===== config.mk =====
export PLATFORM = sky130hd
export DESIGN_NAME = simple_fsm_rle
export DESIGN_NICKNAME = d
export VERILOG_FILES = /design/src/rtl/simple_fsm_rle.sv
export SDC_FILE = /design/constraint.sdc
export NUM_CORES = 1
export LEC_CHECK = 0
export CORE_AREA = 2 2 124 174
export CTS_CLUSTER_SIZE = 40
export DETAILED_ROUTE_END_ITERATION = 8
export DIE_AREA = 0 0 126 176
export PLACE_DENSITY = 0.55
export SYNTH_ARGS = -nofsm -noshare
export SYNTH_HDL_FRONTEND = slang
export SYNTH_SLANG_ARGS = --single-unit

===== constraint.sdc =====
create_clock -name clk_i -period 5.9 [get_ports clk_i]
set_clock_uncertainty 0.15 [all_clocks]
set_input_delay 1.18 -clock clk_i [delete_from_list [all_inputs] [get_ports clk_i]]
set_output_delay 1.18 -clock clk_i [all_outputs]
set_load 0.03 [all_outputs]

===== src/rtl/simple_fsm_rle.sv =====
// Run-length encoder for the simple_fsm sample stream: folds equal consecutive
// samples into (value, length) records and queues them behind valid/ready.
module simple_fsm_rle #(
   parameter int unsigned DataWidth = 16,
   parameter int unsigned LenWidth  = 8,
   parameter int unsigned FifoDepth = 4
) (
   input  logic                           clk_i,
   input  logic                           rst_ni,
   input  logic [DataWidth-1:0]           data_i,
   input  logic                           valid_i,
   input  logic                           flush_i,
   output logic [DataWidth-1:0]           run_value_o,
   output logic [LenWidth-1:0]            run_len_o,
   output logic                           valid_o,
   input  logic                           ready_i,
   output logic [$clog2(FifoDepth+1)-1:0] fill_o,
   output logic                           overflow_o
);

   localparam int unsigned PtrW = (FifoDepth > 1) ? $clog2(FifoDepth) : 1;
   localparam int unsigned CntW = $clog2(FifoDepth + 1);
   localparam logic [LenWidth-1:0] MaxLen  = '1;
   localparam logic [LenWidth-1:0] OneLen  = LenWidth'(1);
   localparam logic [CntW-1:0]     FullCnt = CntW'(FifoDepth);

   // open run and deferred flush
   logic [DataWidth-1:0] cur_val, cur_val_nxt;
   logic [LenWidth-1:0]  cur_len, cur_len_nxt;
   logic                 active, active_nxt;
   logic                 flush_pend, flush_pend_nxt;

   // record queue
   logic [DataWidth-1:0] mem_val [FifoDepth];
   logic [LenWidth-1:0]  mem_len [FifoDepth];
   logic [PtrW-1:0]      wr_ptr, rd_ptr;
   logic [CntW-1:0]      count, count_nxt;

   logic                 push_c, push_ok_c, pop_c, full_c, drop_c;
   logic [DataWidth-1:0] push_val_c;
   logic [LenWidth-1:0]  push_len_c;

   // run tracking: decides what (if anything) is pushed this cycle
   always_comb begin
      push_c         = 1'b0;
      push_val_c     = cur_val;
      push_len_c     = cur_len;
      cur_val_nxt    = cur_val;
      cur_len_nxt    = cur_len;
      active_nxt     = active;
      flush_pend_nxt = flush_pend;
      if (valid_i) begin
         if (flush_i) flush_pend_nxt = 1'b1;
         if (!active) begin
            cur_val_nxt = data_i;
            cur_len_nxt = OneLen;
            active_nxt  = 1'b1;
         end else if (data_i == cur_val && cur_len != MaxLen) begin
            cur_len_nxt = cur_len + OneLen;
         end else begin
            push_c      = 1'b1;
            cur_val_nxt = data_i;
            cur_len_nxt = OneLen;
         end
      end else if (flush_i || flush_pend) begin
         push_c         = active;
         active_nxt     = 1'b0;
         flush_pend_nxt = 1'b0;
      end
   end

   // queue bookkeeping; a pop frees the slot a same-cycle push needs
   always_comb begin
      pop_c     = valid_o & ready_i;
      full_c    = (count == FullCnt);
      push_ok_c = push_c & (~full_c | pop_c);
      drop_c    = push_c & full_c & ~pop_c;
      count_nxt = count;
      unique case ({push_ok_c, pop_c})
         2'b10:   count_nxt = count + CntW'(1);
         2'b01:   count_nxt = count - CntW'(1);
         default: count_nxt = count;
      endcase
   end

   always_ff @(posedge clk_i or negedge rst_ni) begin
      if (!rst_ni) begin
         cur_val    <= '0;
         cur_len    <= '0;
         active     <= 1'b0;
         flush_pend <= 1'b0;
      end else begin
         cur_val    <= cur_val_nxt;
         cur_len    <= cur_len_nxt;
         active     <= active_nxt;
         flush_pend <= flush_pend_nxt;
      end
   end

   always_ff @(posedge clk_i or negedge rst_ni) begin
      if (!rst_ni) begin
         for (int i = 0; i < int'(FifoDepth); i++) begin
            mem_val[i] <= '0;
            mem_len[i] <= '0;
         end
         wr_ptr     <= '0;
         rd_ptr     <= '0;
         count      <= '0;
         valid_o    <= 1'b0;
         overflow_o <= 1'b0;
      end else begin
         if (push_ok_c) begin
            mem_val[wr_ptr] <= push_val_c;
            mem_len[wr_ptr] <= push_len_c;
            wr_ptr          <= wr_ptr + PtrW'(1);
         end
         if (pop_c) rd_ptr <= rd_ptr + PtrW'(1);
         count   <= count_nxt;
         valid_o <= (count_nxt != '0);
         if (drop_c) overflow_o <= 1'b1;
      end
   end

   assign run_value_o = mem_val[rd_ptr];
   assign run_len_o   = mem_len[rd_ptr];
   assign fill_o      = count;

endmodule


==> impl_metrics.py, run 1 <==
metrics = {
    "logic_synthesis": {
        "ys_ff_latch": 131,
        "synth_area_mm2": 0.00590,
        "synthCells": 388,
        "syn_area_per_cell_um2": 15.2,
        "seq_area_frac_synth": 0.556,
        "synth.net_count": 416,
        "synth_cell_types": 38,
        "synth.yosys.warnings": 0,
    },
    "setup_path": {
        "cp.required_ns": 6.04,
        "r2r-start": "cur_val[7]$_DFFE_PN0P_",
        "critPathSlowestCell": "clkdlybuf4s50_1",
        "critPathKind": "primary input to flip-flop",
        "cpPeakStageDelay_ns": 0.83,
        "r2r_slack_ns": 2.62,
        "start_kind": "primary input",
        "crit_path_start": "valid_i",
        "worstPathArrival_ns": 4.28,
        "end_kind": "flip-flop",
        "crit_path_cell_trace": "clkdlybuf4s50_1 > o31ai_1 > a31oi_1 > o21ai_1 > ha_1 > fa_1 > xnor2_1 > nor2_1 > xor2_1 > or3_1",
        "crit_fanout": 18,
    },
    "cts": {
        "cts-root-buf": "clkbuf_16",
        "cts.clk_slew.worst_paths_ns": 0.05,
        "clock-sinks": 131,
        "holdBufCountCts": 0,
        "tritoncts": "built",
        "ctsResizeCount": 0,
        "post_cts_buffers": 0,
        "clk_latency_ns": 0.41,
        "clockBufferDepth": 2,
        "htreeDepth": 4,
        "cts_buffers": 17,
    },
    "timing": {
        "rsz0062_at_grt": "no",
        "worst_slew_pin_slew_ns": 1.06,
        "period_share": 0.701,
        "fmax_ghz": 0.242,
        "setup_slack_ns": 1.76,
        "final_max_slew_viol_count": 0,
        "hold_viol": 0,
        "hold_ws_ns": 0.314,
        "fin_tns_setup_ns": 0,
        "setup_viol": 0,
        "fin_crit_ns": 4.14,
        "slew_headroom": 0.290,
    },
    "die": {
        "num_io_pins": 50,
        "placementRows": 62,
        "coreArea_mm2": 0.0205,
        "die_w_um": 126,
        "die_area_mm2": 0.0222,
        "fp.dieH_um": 176,
        "start_util": 0.288,
    },
    "power": {
        "powerDensity_mw_per_mm2": 515,
        "power.leakage_nw": 3.09,
        "peakVddDrop_uv": 247,
    },
    "layout": {
        "drive_gt1_frac": 0.184,
        "final_common_cell": "dfrtp_1",
        "layout_common_cells": "dfrtp_1 (130), mux2_1 (94), clkdlybuf4s50_1 (48)",
        "nets": 469,
        "area_growth_pct": 22.0,
        "fin_util": 0.351,
        "antenna_cells": 0,
    },
    "placement": {
        "dp_hpwl_um": 8180,
        "port_buffers": 49,
        "dpl_worst_slack_ns": 1.30,
        "gp_congestion": 0.719,
    },
    "route": {
        "vias": 3354,
        "drc": 0,
        "via_per_inst": 4.74,
        "dr.pass1.iters": 4,
        "wl_um": 12800,
        "ant_nets": 0,
        "routedWlPerCell_um": 18.1,
        "drt_iter0_drc": 135,
    },
    "global_routing": {
        "antenna_found_initial": 0,
        "grt_max_degree": 79,
        "grt_pass1_vias": 3667,
        "grt_pass1_wl_um": 20400,
        "track_usage": 0.122,
        "gr-total-overflow": 0,
    },
    "min_path": {
        "hp-start": "overflow_o$_DFFE_PN0P_",
        "min_path_type": "flip-flop to flip-flop",
    },
    "outcome": {
        "outcome": "completed",
    },
    "flow_run": {
        "max-cap-violations": 0,
    },
}
==> worst max-delay path: cells and delay by family <==
family	cells	cell delay (ns)
AO/OA/AOI/OAI	3	0.89
buffers and inverters	1	0.83
adder cells (fa/ha/maj)	2	0.68
AND/OR/NAND/NOR	2	0.37
XOR/XNOR	2	0.33
==> routing by layer <==
metal	vias up	track usage	routed length (um)
li1	1513	-	-
met1	1780	0.152	5720
met2	53	0.205	6610
met3	8	0.0333	394
met4	0	0.0394	102
met5	-	0	0
==> logic make-up (layout without fill, tap and decap cells) <==
group / after synthesis / count (layout) / synth area share
compound gates: 21 / 21 / 0.0286
xor+xnor: 24 / 24 / 0.0356
fa+ha+maj: 7 / 7 / 0.0161
flops: 131 / 131 / 0.556
mux: 139 / 139 / 0.311
buf+inv: 30 / 93 / 0.0225
simple gates: 36 / 36 / 0.0303
==> power by group <==
| group | internal [mW] | total [mW] | switching (mW) |
|---|---|---|---|
| Combinational | 0.683 | 1.32 | 0.640 |
| Clock | 0.621 | 0.978 | 0.357 |
| Sequential | 1.17 | 1.40 | 0.233 |
==> state kept, by name, indices dropped and copies added, names as in the netlist, 2 cells and up <==
| name | flops |
|---|---|
| mem_val | 64 |
| mem_len | 32 |
| cur_val | 16 |
| cur_len | 8 |
| fill_o | 3 |
| rd_ptr | 2 |
| wr_ptr | 2 |
==> cell usage after synthesis, drive strengths merged <==
master  instances  area [um2]
a21o            2        15.0
a21oi           3        15.0
a22o            1        8.76
a31oi           1        6.26
a41o            1        10.0
and2            1        6.26
and3            2        12.5
buf            14        72.6
clkbuf          8        30.0
dfrtp         131        3280
fa              1        20.0
ha              6        75.1
inv             8        30.0
mux2          114        1280
mux2i           1        10.0
mux4           24         541
nand2           7        26.3
nand2b          1        6.26
nand3           6        30.0
nand4           1        6.26
nor2            8        30.0
nor2b           3        18.8
nor3            1        5.00
nor4            4        25.0
o211ai          4        50.1
o21ai           3        18.8
o22ai           2        12.5
o31ai           2        15.0
o32ai           2        17.5
or2             1        6.26
or3             1        6.26
xnor2           6        52.6
xor2           18         158
==> stage by stage <==
step	cells	cell area [um2]	total power, mW
after floorplan	388	5900	2.26
after global placement	678	6660	2.73
after detailed placement	678	6660	2.78
after CTS	707	7200	3.77
after global routing	707	7200	3.91
final	707	7200	3.71
==> final cells by class <==
type,instances,area (um2)
multi-input cells,227,2490
fillers,1942,13300
flip-flops and latches,131,3280
repair buffers,56,541
inverters,8,30.0
clock inverters,7,85.1
well taps,256,320
clock buffers,22,454
==> path summary, 6_finish.rpt <==
kind / end / cells after the start
min in group asynchronous: mem_val[57]$_DFFE_PN0P_ / 1
max in group asynchronous: mem_val[59]$_DFFE_PN0P_ / 2
max: valid_o$_DFF_PN0_ / 10
min reg2reg: overflow_o$_DFFE_PN0P_ / 1
min: overflow_o$_DFFE_PN0P_ / 1
max reg2reg: valid_o$_DFF_PN0_ / 9
No activity file was read; power rests on OpenSTA's default activity.
==> inputs of run 2 (changes only) <==
--- a/config.mk
+++ b/config.mk
@@ -9,7 +9,7 @@
 export CTS_CLUSTER_SIZE = 40
 export DETAILED_ROUTE_END_ITERATION = 8
 export DIE_AREA = 0 0 126 176
-export PLACE_DENSITY = 0.55
+export PLACE_DENSITY = 0.57
 export SYNTH_ARGS = -nofsm -noshare
 export SYNTH_HDL_FRONTEND = slang
 export SYNTH_SLANG_ARGS = --single-unit
==> constraint.sdc (replaced) <==
create_clock -name clk_i -period 3.7 [get_ports clk_i]
set_clock_uncertainty 0.15 [all_clocks]
set_input_delay 0.74 -clock clk_i [delete_from_list [all_inputs] [get_ports clk_i]]
set_output_delay 0.74 -clock clk_i [all_outputs]
set_load 0.03 [all_outputs]
==> impl_metrics.py, run 2 (synthesis gave the netlist of run 1 again) <==
metrics = {
    "timing": {
        "hold_viol": 0,
        "final_max_slew_viol_count": 0,
        "setup_viol": 0,
        "hold_ws_ns": 0.217,
        "fin_crit_ns": 3.39,
        "fin_tns_setup_ns": 0,
        "fmax_ghz": 0.295,
        "rsz0062_at_grt": "no",
        "worst_slew_pin_slew_ns": 0.687,
        "period_share": 0.915,
        "slew_headroom": 0.542,
    },
    "placement": {
        "port_buffers": 49,
        "gp_congestion": 0.710,
        "dp_hpwl_um": 8890,
    },
    "setup_path": {
        "r2r_cells": 10,
        "end_kind": "flip-flop",
        "r2r-end": "valid_o$_DFF_PN0_",
        "worstPathArrival_ns": 3.53,
        "r2r-start": "cur_val[8]$_DFFE_PN0P_",
        "critPathKind": "primary input to flip-flop",
        "crit_fanout": 3,
        "r2r_slack_ns": 0.60,
        "start_kind": "primary input",
        "cp.required_ns": 3.84,
    },
    "layout": {
        "area_growth_pct": 25.8,
        "antenna_cells": 0,
        "final_common_cell": "dfrtp_1",
        "largest_reg_flops": 64,
        "top_register": "mem_val",
        "layout_common_cells": "dfrtp_1 (130), mux2_1 (94), clkdlybuf4s50_1 (48)",
        "drive_gt1_frac": 0.223,
        "fillCellCount": 1960,
        "largest_registers": "mem_val x64, mem_len x32, cur_val x16",
        "nets": 485,
        "multiInputGateArea_mm2": 0.00249,
        "ff_latch_area_mm2": 0.00328,
    },
    "global_routing": {
        "grt_pass1_vias": 3835,
        "antenna_found_initial": 0,
        "grt_max_degree": 53,
        "track_usage": 0.125,
        "gr-total-overflow": 0,
        "grt_pass1_wl_um": 21000,
    },
    "route": {
        "drc": 0,
        "via_per_inst": 4.73,
        "drt_iter0_drc": 157,
        "routedWlPerCell_um": 18.0,
        "dr.pass1.iters": 4,
        "vias": 3431,
        "wl_um": 13100,
        "ant_nets": 0,
    },
    "die": {
        "num_io_pins": 50,
        "die_w_um": 126,
        "fp.dieH_um": 176,
        "die_area_mm2": 0.0222,
        "start_util": 0.288,
        "coreArea_mm2": 0.0205,
        "placementRows": 62,
    },
    "power": {
        "p_sw_mw": 1.99,
        "combPwrFrac": 0.378,
        "netSwitchingFraction": 0.328,
        "powerDensity_mw_per_mm2": 819,
        "power.clock.fraction": 0.273,
        "peakVddDrop_uv": 306,
        "power.leakage_nw": 3.21,
        "p_int_mw": 4.08,
        "pwr-share-seq": 0.349,
    },
    "min_path": {
        "min_path_type": "primary input to async pin",
    },
    "cts": {
        "cts_buffers": 17,
        "clock-sinks": 131,
        "htreeDepth": 4,
        "post_cts_buffers": 0,
        "clk_latency_ns": 0.42,
        "ctsResizeCount": 0,
        "cts-root-buf": "clkbuf_16",
        "cts.clk_slew.worst_paths_ns": 0.05,
        "tritoncts": "built",
        "holdBufCountCts": 0,
        "clockBufferDepth": 2,
    },
    "flow_run": {
        "max-cap-violations": 0,
    },
    "outcome": {
        "outcome": "completed",
    },
}
[run 2: changes by cell type in the layout (fill, tap and decap cells not counted), sizes merged]
cell / delta
buf: +16
clkinvlp: +2
clkinv: +1
[run 2: worst max-delay path, stage by stage]
cell and delay [ns]:
clkdlybuf4s50_1 0.43, xor2_1 0.18, nor4_1 0.29, buf_4 0.15, nand4_1 0.15, o21ai_1 0.18
buf_4 0.14, ha_1 0.20, fa_1 0.44, mux2_2 0.29, or3_1 0.35
[run 2: power groups by stage]
stage	Combinational, mW	Sequential [mW]	Clock, mW
after floorplan	1.50	2.10	0
final	2.30	2.12	1.65
after global placement	2.30	2.11	0
after global routing	2.45	2.18	1.75
after detailed placement	2.35	2.15	0
after CTS	2.36	2.13	1.69
[run 2: metal layers]
metal	up-vias	GRT usage	wire, um
met1	1821	0.147	5570
met5	-	0	0
met4	0	0.0481	218
met2	44	0.215	6860
li1	1548	-	-
met3	18	0.0352	412
[run 2: layout make-up]
cell class,instances,area share
sequential,131,0.442
multi-input combinational,227,0.335
timing repair buffer,72,0.0958
clock buffer,22,0.0653
tap,256,0.0432
clock inverter,10,0.0142
inverter,8,0.00405
[run 2: how the worst max path moves through the flow]
stage | startpoint | to | slack [ns] | cells after the start
finish | data_i[8] | valid_o$_DFF_PN0_ | 0.31 | 11
global route | data_i[8] | valid_o$_DFF_PN0_ | 0.20 | 11
CTS | data_i[12] | valid_o$_DFF_PN0_ | 0.29 | 11
detailed placement | data_i[12] | valid_o$_DFF_PN0_ | -0.12 | 11
global placement | data_i[8] | valid_o$_DFF_PN0_ | -0.08 | 11
floorplan | data_i[7] | valid_o$_DFF_PN0_ | 0.37 | 9
[run 2: through the flow]
stage               setup slack (ns)  power, mW  cells  utilization  cell area (um2)
floorplan                      0.367       3.60    388            -             5900
global placement             -0.0823       4.41    694        0.333             6830
detailed placement            -0.125       4.50    694        0.333             6830
CTS                            0.293       6.18    726        0.362             7420
global route                   0.198       6.38    726        0.362             7420
finish                         0.313       6.07    726        0.362             7420
